--- config.mk ---
export PLATFORM = sky130hd
export DESIGN_NAME = uart_tx_stim
export DESIGN_NICKNAME = d
export VERILOG_FILES = /design/src/rtl/uart_stim_pkg.sv /design/src/rtl/uart_tx_fifo.sv /design/src/rtl/uart_tx_stim.sv
export SDC_FILE = /design/constraint.sdc
export NUM_CORES = 1
export LEC_CHECK = 0
export CORE_UTILIZATION = 60
export CTS_CLUSTER_DIAMETER = 100
export DETAILED_ROUTE_END_ITERATION = 10
export HOLD_SLACK_MARGIN = 0.02
export PLACE_DENSITY = 0.8
export SLEW_MARGIN = 20
export SYNTH_ARGS = -nofsm -noshare
export SYNTH_HDL_FRONTEND = slang
export SYNTH_SLANG_ARGS = --single-unit
--- constraint.sdc ---
create_clock -name clk -period 6.9 [get_ports clk]
set_input_delay 2.07 -clock clk [delete_from_list [all_inputs] [get_ports clk]]
set_output_delay 2.07 -clock clk [all_outputs]
set_load 0.03 [all_outputs]
--- src/rtl/uart_stim_pkg.sv ---
// Shared types and constants for the UART stimulus transmitter.
// The PARITY state exists only when UART_TX_PARITY_EN is defined.
package uart_stim_pkg;

  localparam int UART_DATA_W     = 8;
  localparam int DEFAULT_CLK_DIV = 234;

`ifdef UART_TX_PARITY_EN
  typedef enum logic [2:0] {IDLE, START, DATA, PARITY, STOP} state_t;
`else
  typedef enum logic [2:0] {IDLE, START, DATA, STOP} state_t;
`endif

endpackage

--- src/rtl/uart_tx_fifo.sv ---
// Synchronous byte FIFO with occupancy count; DEPTH must be a power of two.
// Pushes while full and pops while empty are ignored.
module uart_tx_fifo
  import uart_stim_pkg::*;
#(
  parameter int DEPTH = 4,
  parameter int W     = UART_DATA_W
) (
  input  logic                     clk,
  input  logic                     rst,
  input  logic                     push,
  input  logic [W-1:0]             push_data,
  input  logic                     pop,
  output logic [W-1:0]             pop_data,
  output logic                     full,
  output logic                     empty,
  output logic [$clog2(DEPTH):0]   level
);

  localparam int AW = $clog2(DEPTH);

  logic [W-1:0]  mem [DEPTH];
  logic [AW-1:0] wr_ptr;
  logic [AW-1:0] rd_ptr;
  logic          do_push;
  logic          do_pop;

  always_comb begin
    full     = (level == (AW+1)'(DEPTH));
    empty    = (level == '0);
    do_push  = push & ~full;
    do_pop   = pop & ~empty;
    pop_data = mem[rd_ptr];
  end

  always_ff @(posedge clk or posedge rst) begin
    if (rst) begin
      wr_ptr <= '0;
      rd_ptr <= '0;
      level  <= '0;
    end else begin
      if (do_push) wr_ptr <= wr_ptr + 1'b1;
      if (do_pop)  rd_ptr <= rd_ptr + 1'b1;
      case ({do_push, do_pop})
        2'b10:   level <= level + 1'b1;
        2'b01:   level <= level - 1'b1;
        default: level <= level;
      endcase
    end
  end

  always_ff @(posedge clk) begin
    if (do_push) mem[wr_ptr] <= push_data;
  end

endmodule

--- src/rtl/uart_tx_stim.sv ---
// FIFO-fed UART transmitter (8 data bits, LSB first, 1 or 2 stop bits).
// Define UART_TX_PARITY_EN to add a parity bit and the parity_odd input.
module uart_tx_stim
  import uart_stim_pkg::*;
#(
  parameter int CLK_DIV    = DEFAULT_CLK_DIV,
  parameter int FIFO_DEPTH = 4,
  parameter int STOP_BITS  = 1
) (
  input  logic                          clk,
  input  logic                          rst,
`ifdef UART_TX_PARITY_EN
  input  logic                          parity_odd,
`endif
  input  logic                          in_valid,
  input  logic [UART_DATA_W-1:0]        in_data,
  output logic                          in_ready,
  output logic                          tx,
  output logic                          busy,
  output logic [$clog2(FIFO_DEPTH):0]   fifo_level
);

  localparam logic [15:0] BAUD_RELOAD = 16'(CLK_DIV - 1);
  localparam logic [2:0]  STOP_LAST   = 3'(STOP_BITS - 1);

  state_t                 state, state_next;
  logic [15:0]            baud_cnt, baud_next;
  logic [2:0]             bit_cnt, bit_next;
  logic [UART_DATA_W-1:0] shift, shift_next;
  logic                   tx_next;
  logic                   baud_zero;
  logic                   fifo_pop;
  logic                   fifo_full;
  logic                   fifo_empty;
  logic [UART_DATA_W-1:0] fifo_head;
`ifdef UART_TX_PARITY_EN
  logic                   parity_bit, parity_next;
`endif

  uart_tx_fifo #(
    .DEPTH (FIFO_DEPTH),
    .W     (UART_DATA_W)
  ) u_fifo (
    .clk       (clk),
    .rst       (rst),
    .push      (in_valid & in_ready),
    .push_data (in_data),
    .pop       (fifo_pop),
    .pop_data  (fifo_head),
    .full      (fifo_full),
    .empty     (fifo_empty),
    .level     (fifo_level)
  );

  always_ff @(posedge clk or posedge rst) begin
    if (rst) begin
      state    <= IDLE;
      baud_cnt <= '0;
      bit_cnt  <= '0;
      shift    <= '0;
      tx       <= 1'b1;
`ifdef UART_TX_PARITY_EN
      parity_bit <= 1'b0;
`endif
    end else begin
      state    <= state_next;
      baud_cnt <= baud_next;
      bit_cnt  <= bit_next;
      shift    <= shift_next;
      tx       <= tx_next;
`ifdef UART_TX_PARITY_EN
      parity_bit <= parity_next;
`endif
    end
  end

  always_comb begin
    baud_zero  = (baud_cnt == '0);
    state_next = state;
    baud_next  = baud_cnt;
    bit_next   = bit_cnt;
    shift_next = shift;
    tx_next    = tx;
`ifdef UART_TX_PARITY_EN
    parity_next = parity_bit;
`endif
    if (state != IDLE) baud_next = baud_zero ? BAUD_RELOAD : baud_cnt - 16'd1;
    case (state)
      IDLE: ;
      START: begin
        if (baud_zero) begin
          tx_next    = shift[0];
          bit_next   = '0;
          state_next = DATA;
        end
      end
      DATA: begin
        if (baud_zero) begin
          if (bit_cnt == 3'd7) begin
            bit_next = '0;
`ifdef UART_TX_PARITY_EN
            tx_next    = parity_bit;
            state_next = PARITY;
`else
            tx_next    = 1'b1;
            state_next = STOP;
`endif
          end else begin
            shift_next = shift >> 1;
            tx_next    = shift[1];
            bit_next   = bit_cnt + 3'd1;
          end
        end
      end
`ifdef UART_TX_PARITY_EN
      PARITY: begin
        if (baud_zero) begin
          tx_next    = 1'b1;
          state_next = STOP;
        end
      end
`endif
      STOP: begin
        if (baud_zero) begin
          if (bit_cnt == STOP_LAST) begin
            state_next = IDLE;
            tx_next    = 1'b1;
          end else begin
            bit_next = bit_cnt + 3'd1;
          end
        end
      end
      default: state_next = IDLE;
    endcase
    // A pop (from IDLE or at the last stop-bit boundary) overrides the above,
    // which is what gives back-to-back frames with no idle gap.
    if (fifo_pop) begin
      state_next = START;
      tx_next    = 1'b0;
      baud_next  = BAUD_RELOAD;
      bit_next   = '0;
      shift_next = fifo_head;
`ifdef UART_TX_PARITY_EN
      parity_next = (^fifo_head) ^ parity_odd;
`endif
    end
  end

  always_comb begin
    fifo_pop = ~fifo_empty &
               ((state == IDLE) | ((state == STOP) & baud_zero & (bit_cnt == STOP_LAST)));
    in_ready = ~fifo_full;
    busy     = (state != IDLE) | (fifo_level != '0);
  end

endmodule

==> flow_summary.yaml <==
cts:
  cts_hold_buffers: 0
  quantity_of_gates_resized_following_cts: 0
  cts_made_buffers: 9
  postCtsSetupBuffers: 0
  htree_levels: 3
  root_buffer: "sky130_fd_sc_hd__clkbuf_8"
  clkLatencyLatePin_ps: 330
  path_clk_slew_ps: 70
  cts.path.max_buffers: 2
  tritoncts: "built"
  cts.sink_count: 69
route:
  vias_per_cell: 5.48
  route.detailed.wl_per_inst_um: 15.6
  dr_total_vias: 1830
  initial_drc_count: 94
  route.antenna.remaining_nets: 0
  remaining_drc_errors: 0
  route.final.wire_length_um: 5200
  dr.pass1.iters: 5
critical_path:
  required_ps: 4830
  path_buf_inv: 3
  critPathArrivalTime_ps: 2890
  cpMostUsedCell: "sky130_fd_sc_hd__inv_1"
  rr_startpoint: "baud_cnt[0]$_DFFE_PP0P_"
  critical_path_peak_fanout: 7
  timing.reg2reg.worst_path_depth: 9
  cpPeakStageDelay_ps: 790
  reg2reg_setup_slack_ps: 3580
  crit_path_start_kind: "flop"
  critPathSlowestCell: "sky130_fd_sc_hd__nor4b_1"
  reg2reg_to: "u_fifo.level[1]$_DFFE_PP0P_"
  cp_cell_sequence: "inv_1 > ha_1 > nor4b_1 > inv_1 > clkdlybuf4s50_1"
  timing.critical_path.max_delay_family: "buffers and inverters"
  critPathKind: "flop to primary output"
  worst_setup_path_end_kind: "primary output"
pwr:
  power-per-cell-area_nw_per_um2: 394
  total_power_uw: 1420
  power.switching_uw: 467
  pwr-share-clk_pct: 21.1
  share_comb_of_total_power_pct: 35.1
  register_share_of_total_power_pct: 43.8
  internal-power_uw: 954
  leakagePower_uw: 0.00142
  switching_power_share_of_the_total_pct: 32.8
  max-vdd-ir-drop_v: 0.000243
hold_path:
  worst_hold_path.endpoint: "u_fifo.level[2]$_DFFE_PP0P_"
  worst_hold_path.num_cells: 1
  hold_path_class: "flop to flop"
  min-delay-start: "u_fifo.level[2]$_DFFE_PP0P_"
floorplan:
  floorplan.initialDensity_pct: 62.9
  floorplan.core_area_um2: 5140
  design.die.area_um2: 5690
  rows: 26
  die-width_um: 75.4
  io_pins: 17
  die_height_um: 75.4
global_route:
  grt.total_usage_pct: 21.7
  grt_max_degree: 38
  gr-usage-met3_pct: 6.75
  grt_util_met1_pct: 29.2
  number_of_antenna_violations_at_the_first_check_in_global_routing: 0
  grt_overflow: 0
  met2_usage_pct: 33.2
  grt_pass1_wl_um: 8620
  busiest_grt_layer: "met2"
  first_global_vias: 1822
placed_design:
  gp_congestion: 0.743
  port_buffers: 16
  dpl-instance-area_um2: 3430
  post-dp-hpwl_um: 3650
sta:
  final_critical_path_required_period_ps: 4960
  unrepaired_setup_endpoints_after_global_routing: "no"
  hold_violations: 0
  fmax_ghz: 0.201
  timing_max_transition_violations_final: 0
  fin_setup_tns_ps: 0
  min_period_over_period_pct: 71.9
  whs_ps: 534
  slew_headroom_pct: 36.5
  setup_viol_count_final: 0
  clock-skew-final_ps: 7.84
  worst_pin_slew_ps: 940
logic_synthesis:
  yosysWarningCount: 0
  post_synthesis_instance_area_um2: 3230
  synth_edf_count: 32
  synthFlopType: "sky130_fd_sc_hd__dfrtp_1"
  async_set_reset_flop_share_out_of_synthesis_pct: 53.6
  net_count_synth: 262
  yosysUniqueCellTypes: 44
  synth-seq-cells: 69
  seq_total_area_yosys_pct: 58.4
  post_synth.cell_area_avg_um2: 13.6
  postSynthCellCount: 237
final_layout:
  nNetsFinal: 284
  layout.filler_cells: 381
  diodes: 0
  final_design_area_no_fill_um2: 3610
  layout_area_overhead_pct: 11.6
  drive_gt1_share_pct: 16.3
job:
  max_capacitance_violation_count: 0
status:
  outcome: "complete, no violations"
cells by family (layout without fill, tap and decap cells):
logic type      after synthesis  count (layout)  share of synthesized area, %
fa+ha+maj                    14              14                          5.65
simple gates                 72              72                          12.1
xor+xnor                     18              18                          4.87
buf+inv                      19              46                          3.29
mux                          26              26                          11.8
compound gates               19              19                          3.91
flops                        69              69                          58.4
layout make-up:
| cell class | count | area (µm²) | area share, % |
|---|---|---|---|
| Sequential cell | 69 | 1890 | 52.3 |
| Multi-Input combinational cell | 149 | 1240 | 34.4 |
| Timing Repair Buffer | 17 | 168 | 4.64 |
| Clock buffer | 13 | 139 | 3.85 |
| Tap cell | 70 | 87.6 | 2.43 |
| Inverter | 13 | 48.8 | 1.35 |
| Clock inverter | 3 | 38.8 | 1.07 |
cells in the final DEF (no fill, tap or decap), drive strengths merged, types with 3 or more instances in the layout:
master,n
a21oi,5
and3,4
clkbuf,13
clkdlybuf4s50,16
dfrtp,36
edfxtp,32
ha,13
inv,13
mux2,15
mux2i,3
mux4,8
nand2,9
nand3,4
nor2,25
nor3,6
nor4,5
o21ai,8
or3,3
or4,5
xnor2,12
xor2,6
synthesized netlist by cell type, types with 3 or more instances:
cell	n	area, µm²
sky130_fd_sc_hd__nor3_1	6	30.0
sky130_fd_sc_hd__or3_1	3	18.8
sky130_fd_sc_hd__dfrtp_1	36	901
sky130_fd_sc_hd__edfxtp_1	32	961
sky130_fd_sc_hd__nor2_1	24	90.1
sky130_fd_sc_hd__ha_1	13	163
sky130_fd_sc_hd__and3_1	4	25.0
sky130_fd_sc_hd__a21oi_1	5	25.0
sky130_fd_sc_hd__mux4_2	8	180
sky130_fd_sc_hd__or4_4	3	33.8
sky130_fd_sc_hd__mux2_2	14	158
sky130_fd_sc_hd__o21ai_0	7	35.0
sky130_fd_sc_hd__nand3_1	4	20.0
sky130_fd_sc_hd__xor2_1	6	52.6
sky130_fd_sc_hd__nand2_1	9	33.8
sky130_fd_sc_hd__nor4_1	5	31.3
sky130_fd_sc_hd__inv_1	13	48.8
sky130_fd_sc_hd__xnor2_1	12	105
sky130_fd_sc_hd__mux2i_1	3	30.0
flip-flops by register name (all words and copies together), names as in the netlist:
| register | count |
|---|---|
| u_fifo.mem | 32 |
| baud_cnt | 16 |
| shift | 8 |
| bit_cnt | 3 |
| u_fifo.level | 3 |
| state | 2 |
| u_fifo.rd_ptr | 2 |
| u_fifo.wr_ptr | 2 |
| tx | 1 |
worst max path at each step:
stage	cells past startpoint	end	from	slack (ps)
CTS	5	busy	state[1]$_DFFE_PP0P_	1960
global placement	5	busy	state[0]$_DFFE_PP0P_	2390
global route	5	busy	state[1]$_DFFE_PP0P_	1680
floorplan	4	busy	state[0]$_DFFE_PP0P_	3140
detailed placement	5	busy	state[1]$_DFFE_PP0P_	2340
finish	5	busy	state[1]$_DFFE_PP0P_	1940
metrics by stage:
stage | worst slack [ps] | instances | utilization (%)
2_1_floorplan | 3140 | 237 | -
3_3_place_gp | 2390 | 318 | 66.8
3_5_place_dp | 2340 | 318 | 66.8
4_1_cts | 1960 | 334 | 70.2
5_1_grt | 1680 | 334 | 70.2
6_report | 1940 | 334 | 70.2
power by group through the flow:
stage	sequential [µW]	combinational, µW	clock (µW)
after floorplan	609	420	0
after global placement	626	484	0
after detailed placement	633	502	0
after CTS	625	504	308
after global routing	639	553	326
final	622	499	300
metal layers:
layer	wire (µm)	vias to the layer above
li1	-	901
met1	2450	897
met2	2520	28
met3	180	4
met4	42	0
met5	0	-
Power figures use the tool's default switching activity.
